===== config.mk =====
export PLATFORM = sky130hd
export DESIGN_NAME = layer_sequencer_flat
export DESIGN_NICKNAME = d
export VERILOG_FILES = /design/src/rtl/layer_sequencer_if.sv /design/src/rtl/layer_sequencer.sv /design/src/flat_wrapper.sv
export SDC_FILE = /design/constraint.sdc
export NUM_CORES = 1
export LEC_CHECK = 0
export ABC_AREA = 1
export ABC_CLOCK_PERIOD_IN_PS = 1500
export BUFFER_PORTS_ARGS = -buffer_cell sky130_fd_sc_hd__buf_2
export CAP_MARGIN = 20
export CORE_MARGIN = 10
export CORE_UTILIZATION = 44
export DETAILED_ROUTE_END_ITERATION = 8
export GPL_TIMING_DRIVEN = 1
export PLACE_DENSITY = 0.73
export SLEW_MARGIN = 20
export SYNTH_ARGS = -nofsm -noshare
export SYNTH_HDL_FRONTEND = slang
export SYNTH_SLANG_ARGS = --single-unit

===== constraint.sdc =====
create_clock -name clk -period 1.5 [get_ports clk]
set_clock_uncertainty 0.15 [all_clocks]
set_input_delay 0.15 -clock clk [delete_from_list [all_inputs] [get_ports clk]]
set_output_delay 0.15 -clock clk [all_outputs]
set_load 0.01 [all_outputs]

===== src/rtl/layer_sequencer_if.sv =====
// Handshake bundle between the LeNet layer sequencer and its stages / PS side.
// The sequencer uses the slave modport; whoever issues start and owns the stages uses master.
interface layer_sequencer_if #(
    parameter int NUM_STAGES = 6,
    parameter int SEL_W      = 3
);
    logic                  start;
    logic [NUM_STAGES-1:0] stage_finish;
    logic [NUM_STAGES-1:0] stage_rst;
    logic [NUM_STAGES-1:0] stage_en;
    logic [SEL_W-1:0]      bram_sel;
    logic [SEL_W-1:0]      cur_stage;
    logic                  busy;
    logic                  done;
    logic                  error;

    modport master (
        output start,
        output stage_finish,
        input  stage_rst,
        input  stage_en,
        input  bram_sel,
        input  cur_stage,
        input  busy,
        input  done,
        input  error
    );

    modport slave (
        input  start,
        input  stage_finish,
        output stage_rst,
        output stage_en,
        output bram_sel,
        output cur_stage,
        output busy,
        output done,
        output error
    );
endinterface


===== src/rtl/layer_sequencer.sv =====
// Top-level LeNet layer sequencer: clears, enables and waits on each stage in order.
// Define SEQ_TIMEOUT_EN to build the per-stage watchdog that traps hung stages in ERR.
module layer_sequencer #(
    parameter int NUM_STAGES = 6,
    parameter int SEL_W      = 3,
    parameter int TIMEOUT_W  = 20
) (
    input  logic             clk,
    input  logic             rst,
    layer_sequencer_if.slave bus
);

    typedef enum logic [2:0] {
        S_IDLE,
        S_CLR,
        S_RUN,
        S_GAP,
        S_DONE,
        S_ERR
    } state_t;

    state_t                r_state;
    state_t                w_state_nxt;
    logic [NUM_STAGES-1:0] r_stage_rst;
    logic [NUM_STAGES-1:0] r_stage_en;
    logic [NUM_STAGES-1:0] w_stage_rst_nxt;
    logic [NUM_STAGES-1:0] w_stage_en_nxt;
    logic [SEL_W-1:0]      r_bram_sel;
    logic [SEL_W-1:0]      r_cur_stage;
    logic [SEL_W-1:0]      w_bram_sel_nxt;
    logic [SEL_W-1:0]      w_cur_stage_nxt;
    logic                  r_busy;
    logic                  r_done;
    logic                  w_busy_nxt;
    logic                  w_done_nxt;

    logic [NUM_STAGES-1:0] w_cur_onehot;
    logic [NUM_STAGES-1:0] w_next_onehot;
    logic [SEL_W-1:0]      w_next_stage;
    logic                  w_finish_cur;
    logic                  w_last_stage;
    logic                  w_expired;

    assign w_cur_onehot  = NUM_STAGES'(1) << r_cur_stage;
    assign w_next_stage  = r_cur_stage + SEL_W'(1);
    assign w_next_onehot = NUM_STAGES'(1) << w_next_stage;
    assign w_finish_cur  = |(bus.stage_finish & w_cur_onehot);
    assign w_last_stage  = (r_cur_stage == SEL_W'(NUM_STAGES - 1));

`ifdef SEQ_TIMEOUT_EN
    logic [TIMEOUT_W-1:0] r_wdog;
    logic                 r_error;

    // Expiry fires on the RUN cycle whose increment would land on all-ones.
    assign w_expired = &(r_wdog + TIMEOUT_W'(1));

    always_ff @(posedge clk) begin
        if (rst) begin
            r_wdog  <= '0;
            r_error <= 1'b0;
        end else begin
            if (r_state == S_CLR) begin
                r_wdog <= '0;
            end else if (r_state == S_RUN) begin
                r_wdog <= r_wdog + TIMEOUT_W'(1);
            end
            if (w_state_nxt == S_ERR) begin
                r_error <= 1'b1;
            end
        end
    end

    assign bus.error = r_error;
`else
    assign w_expired = 1'b0;
    assign bus.error = 1'b0;
`endif

    always_comb begin
        w_state_nxt     = r_state;
        w_stage_rst_nxt = '0;
        w_stage_en_nxt  = '0;
        w_bram_sel_nxt  = r_bram_sel;
        w_cur_stage_nxt = r_cur_stage;
        w_busy_nxt      = r_busy;
        w_done_nxt      = r_done;

        case (r_state)
            S_IDLE, S_DONE: begin
                if (bus.start) begin
                    w_state_nxt     = S_CLR;
                    w_cur_stage_nxt = '0;
                    w_bram_sel_nxt  = '0;
                    w_stage_rst_nxt = NUM_STAGES'(1);
                    w_busy_nxt      = 1'b1;
                    w_done_nxt      = 1'b0;
                end
            end
            S_CLR: begin
                w_state_nxt    = S_RUN;
                w_stage_en_nxt = w_cur_onehot;
            end
            S_RUN: begin
                // Finish takes priority over a watchdog expiry in the same cycle.
                if (w_finish_cur) begin
                    w_state_nxt = S_GAP;
                end else if (w_expired) begin
                    w_state_nxt = S_ERR;
                    w_busy_nxt  = 1'b0;
                end else begin
                    w_stage_en_nxt = w_cur_onehot;
                end
            end
            S_GAP: begin
                if (w_last_stage) begin
                    w_state_nxt = S_DONE;
                    w_busy_nxt  = 1'b0;
                    w_done_nxt  = 1'b1;
                end else begin
                    w_state_nxt     = S_CLR;
                    w_cur_stage_nxt = w_next_stage;
                    w_bram_sel_nxt  = w_next_stage;
                    w_stage_rst_nxt = w_next_onehot;
                end
            end
            S_ERR: begin
                w_state_nxt = S_ERR;
            end
            default: begin
                w_state_nxt = S_IDLE;
            end
        endcase
    end

    always_ff @(posedge clk) begin
        if (rst) begin
            r_state     <= S_IDLE;
            r_stage_rst <= '0;
            r_stage_en  <= '0;
            r_bram_sel  <= '0;
            r_cur_stage <= '0;
            r_busy      <= 1'b0;
            r_done      <= 1'b0;
        end else begin
            r_state     <= w_state_nxt;
            r_stage_rst <= w_stage_rst_nxt;
            r_stage_en  <= w_stage_en_nxt;
            r_bram_sel  <= w_bram_sel_nxt;
            r_cur_stage <= w_cur_stage_nxt;
            r_busy      <= w_busy_nxt;
            r_done      <= w_done_nxt;
        end
    end

    assign bus.stage_rst = r_stage_rst;
    assign bus.stage_en  = r_stage_en;
    assign bus.bram_sel  = r_bram_sel;
    assign bus.cur_stage = r_cur_stage;
    assign bus.busy      = r_busy;
    assign bus.done      = r_done;

endmodule


===== src/flat_wrapper.sv =====
// flat-port wrapper written by rule: the top's interface ports become plain ports
module layer_sequencer_flat 
#(
    parameter int NUM_STAGES = 6,
    parameter int SEL_W      = 3,
    parameter int TIMEOUT_W  = 20
)
  (clk, rst, bus_start, bus_stage_finish, bus_stage_rst, bus_stage_en, bus_bram_sel, bus_cur_stage, bus_busy, bus_done, bus_error);
  layer_sequencer_if #(.NUM_STAGES(NUM_STAGES), .SEL_W(SEL_W)) bus_i ();
  input  logic clk;
  input  logic rst;
  input wire logic [$bits(bus_i.start)-1:0] bus_start;
  input wire logic [$bits(bus_i.stage_finish)-1:0] bus_stage_finish;
  output wire logic [$bits(bus_i.stage_rst)-1:0] bus_stage_rst;
  output wire logic [$bits(bus_i.stage_en)-1:0] bus_stage_en;
  output wire logic [$bits(bus_i.bram_sel)-1:0] bus_bram_sel;
  output wire logic [$bits(bus_i.cur_stage)-1:0] bus_cur_stage;
  output wire logic [$bits(bus_i.busy)-1:0] bus_busy;
  output wire logic [$bits(bus_i.done)-1:0] bus_done;
  output wire logic [$bits(bus_i.error)-1:0] bus_error;
  assign bus_i.start = bus_start;
  assign bus_i.stage_finish = bus_stage_finish;
  assign bus_stage_rst = bus_i.stage_rst;
  assign bus_stage_en = bus_i.stage_en;
  assign bus_bram_sel = bus_i.bram_sel;
  assign bus_cur_stage = bus_i.cur_stage;
  assign bus_busy = bus_i.busy;
  assign bus_done = bus_i.done;
  assign bus_error = bus_i.error;
  layer_sequencer #(.NUM_STAGES(NUM_STAGES), .SEL_W(SEL_W), .TIMEOUT_W(TIMEOUT_W)) u_core (.clk(clk), .rst(rst), .bus(bus_i));
endmodule

==> impl_metrics.tcl <==
set metrics [dict create \
    synth_top_area_frac 0.411 \
    utilization 0.648 \
    report.final.slew_viol_count 0 \
    dp_hpwl_mm 1.76 \
    synthTopCellsByArea "dfxtp_1 (41%), ha_1 (10%), nand2_1 (8.1%), nor2_2 (5.8%), nand3_1 (5.1%)" \
    static-leakage-power_nw 0.635 \
    grt_max_degree 13 \
    synth_edf_count 0 \
    final_layout_size_suffix_gt1_frac 0.497 \
    grt_setup_unrepaired "true" \
    clk_latency_ns 0.31 \
    clkTransAtPathRegs_ns 0.12 \
    design_area_um2 1320 \
    drtPass1Iterations 4 \
    num-nets-final 173 \
    yosys_warnings 0 \
    drt-vias-per-instance 4.84 \
    hp-class "primary input to flip-flop" \
    cts-root-buf "clkbuf_4" \
    first_iter_violations 25 \
    grt_usage 0.104 \
    cp_max_fo 5 \
    finalCritPeriodShare 1.01 \
    cp_data_arrival_time_ns 1.61 \
    violations "negative setup slack" \
    p_per_area_nw_per_um2 910 \
    yosys.area.top_type "dfxtp_1" \
    crit_path_start_kind "flip-flop" \
    clkSinkCount 20 \
    drcViolationCount 0 \
    drtAntennaViolNets 0 \
    syn_inst 121 \
    synth_area_per_cell_um2 8.06 \
    vias 880 \
    gp_congestion 0.825 \
    die_y_um 67.1 \
    ys_top_cells_by_count "nand2_1 (21), dfxtp_1 (20), inv_1 (11), nand3_1 (10)" \
    dpl-instance-area_um2 1140 \
    port_buffers 28 \
    grt_overflow 0 \
    core-area_um2 2040 \
    die_area_um2 4500 \
    cts_tree "yes" \
    synth_nets 138 \
    min_period_ns 1.51 \
    worstSetupEndpointType "flip-flop" \
    ys.flop_type "dfxtp_1" \
    required_ns 1.60 \
    cts_buffers 3 \
    start_util 0.477 \
    row_count 16 \
    synth_area_um2 975 \
    hold_violations 0 \
    ys_ff_latch 20 \
    antenna_found_initial 0 \
    critPathKind "flip-flop to flip-flop" \
    status "complete, but fails checks" \
    ir_drop_v 0.000774 \
    fp.dieW_um 67.1 \
    r2r_setup_slack_ns -0.009 \
    ys_types 21 \
    async_flop_share 0 \
    syn_to_final_growth_pct 35.8 \
    cts_buffer_depth 2 \
    diodes 0 \
    first_global_vias 868 \
    wire_per_inst_um 12.9 \
    setup_violations 5 \
    clock.fmax_mhz 663 \
    grt_pass1_wl_mm 3.71 \
    ys_seq_area_frac 0.411 \
    ios 30 \
    fin_ws_ns -0.00878 \
    h-tree-depth 1 \
    wl_mm 2.36 \
    drv_cap 0 \
    yosysMostFrequentCell "nand2_1" \
]
## critical path, stage by stage (launching register included)
cell	delay [ns]
dfxtp_4	0.40
ha_4	0.17
ha_4	0.15
nand2_2	0.06
nand2_2	0.07
nor2_4	0.11
nand2_2	0.08
nand2_2	0.08
nand2_4	0.08
nor2_2	0.09
## placed cells by master, fill, tap and decap left out, types with 5 or more instances in the layout
master	Yosys	routed
a21oi_1	7	7
buf_2	0	28
buf_4	5	8
dfxtp_1	20	17
ha_4	0	5
inv_1	11	9
inv_2	5	6
nand2_1	21	18
nand2_2	3	6
nand3_1	10	9
nor2_1	9	9
nor2_2	9	7
## stage by stage
step	hold slack (ns)	total power, mW	setup TNS, ns	worst slack (ns)	cells
floorplan	0.190	0.720	0	0.0321	121
global placement	0.285	0.752	0	0.0200	175
detailed placement	0.292	0.755	-0.161	-0.0463	175
CTS	-0.0344	1.20	-0.00647	-0.00326	180
global route	0.00269	1.26	-0.384	-0.0804	182
finish	0.00377	1.20	-0.0261	-0.00878	182
## path summary, 6_finish.rpt
kind / startpoint / to / cells after the start
max reg2reg: u_core.bus.cur_stage[0]$_SDFFE_PP0P_ / u_core.bus.stage_en[2]$_SDFF_PP0_ / 9
max: u_core.bus.cur_stage[0]$_SDFFE_PP0P_ / u_core.bus.stage_en[2]$_SDFF_PP0_ / 9
min reg2reg: u_core.bus.busy$_SDFFE_PP0P_ / u_core.bus.busy$_SDFFE_PP0P_ / 2
min: bus_start / u_core.bus.busy$_SDFFE_PP0P_ / 3
## logic make-up (layout without fill, tap and decap cells)
family | count (synthesis) | count (layout) | synth area share
flops | 20 | 20 | 0.411
compound gates | 11 | 11 | 0.0616
simple gates | 58 | 58 | 0.306
buf+inv | 23 | 57 | 0.116
other cells | 1 | 1 | 0.00385
fa+ha+maj | 8 | 8 | 0.103
## area by class of cell
cell class,count,area [µm²]
Fill cell,182,718
Multi-Input combinational cell,78,556
Sequential cell,20,409
Timing Repair Buffer,37,210
Inverter,16,62.6
Tap cell,27,33.8
Clock inverter,1,30.0
Clock buffer,3,22.5
## registers in the layout, summed over array words and instances, names as in the netlist
name / flops
u_core.bus.done: 1
u_core.bus.stage_rst: 6
u_core.bus.busy: 1
u_core.r_state: 3
u_core.bus.cur_stage: 3
u_core.bus.stage_en: 6
## timing repair
item	CTS	global route
pin swaps	4	3
endpoints found under the hold margin	6	6
buffers inserted	1	1
setup endpoints to repair	12	19
resized for setup	12	11
## metal layers
layer | vias up | GRT usage | wire [µm]
li1 | 446 | - | -
met1 | 410 | 0.106 | 934
met2 | 19 | 0.184 | 1190
met3 | 5 | 0.0418 | 192
met4 | 0 | 0.0462 | 35
met5 | - | 0 | 0
## power breakdown
group | switching, mW | internal, mW
clock network | 0.168 | 0.270
registers | 0.0309 | 0.550
logic | 0.109 | 0.0774
Power figures use the tool's default switching activity.
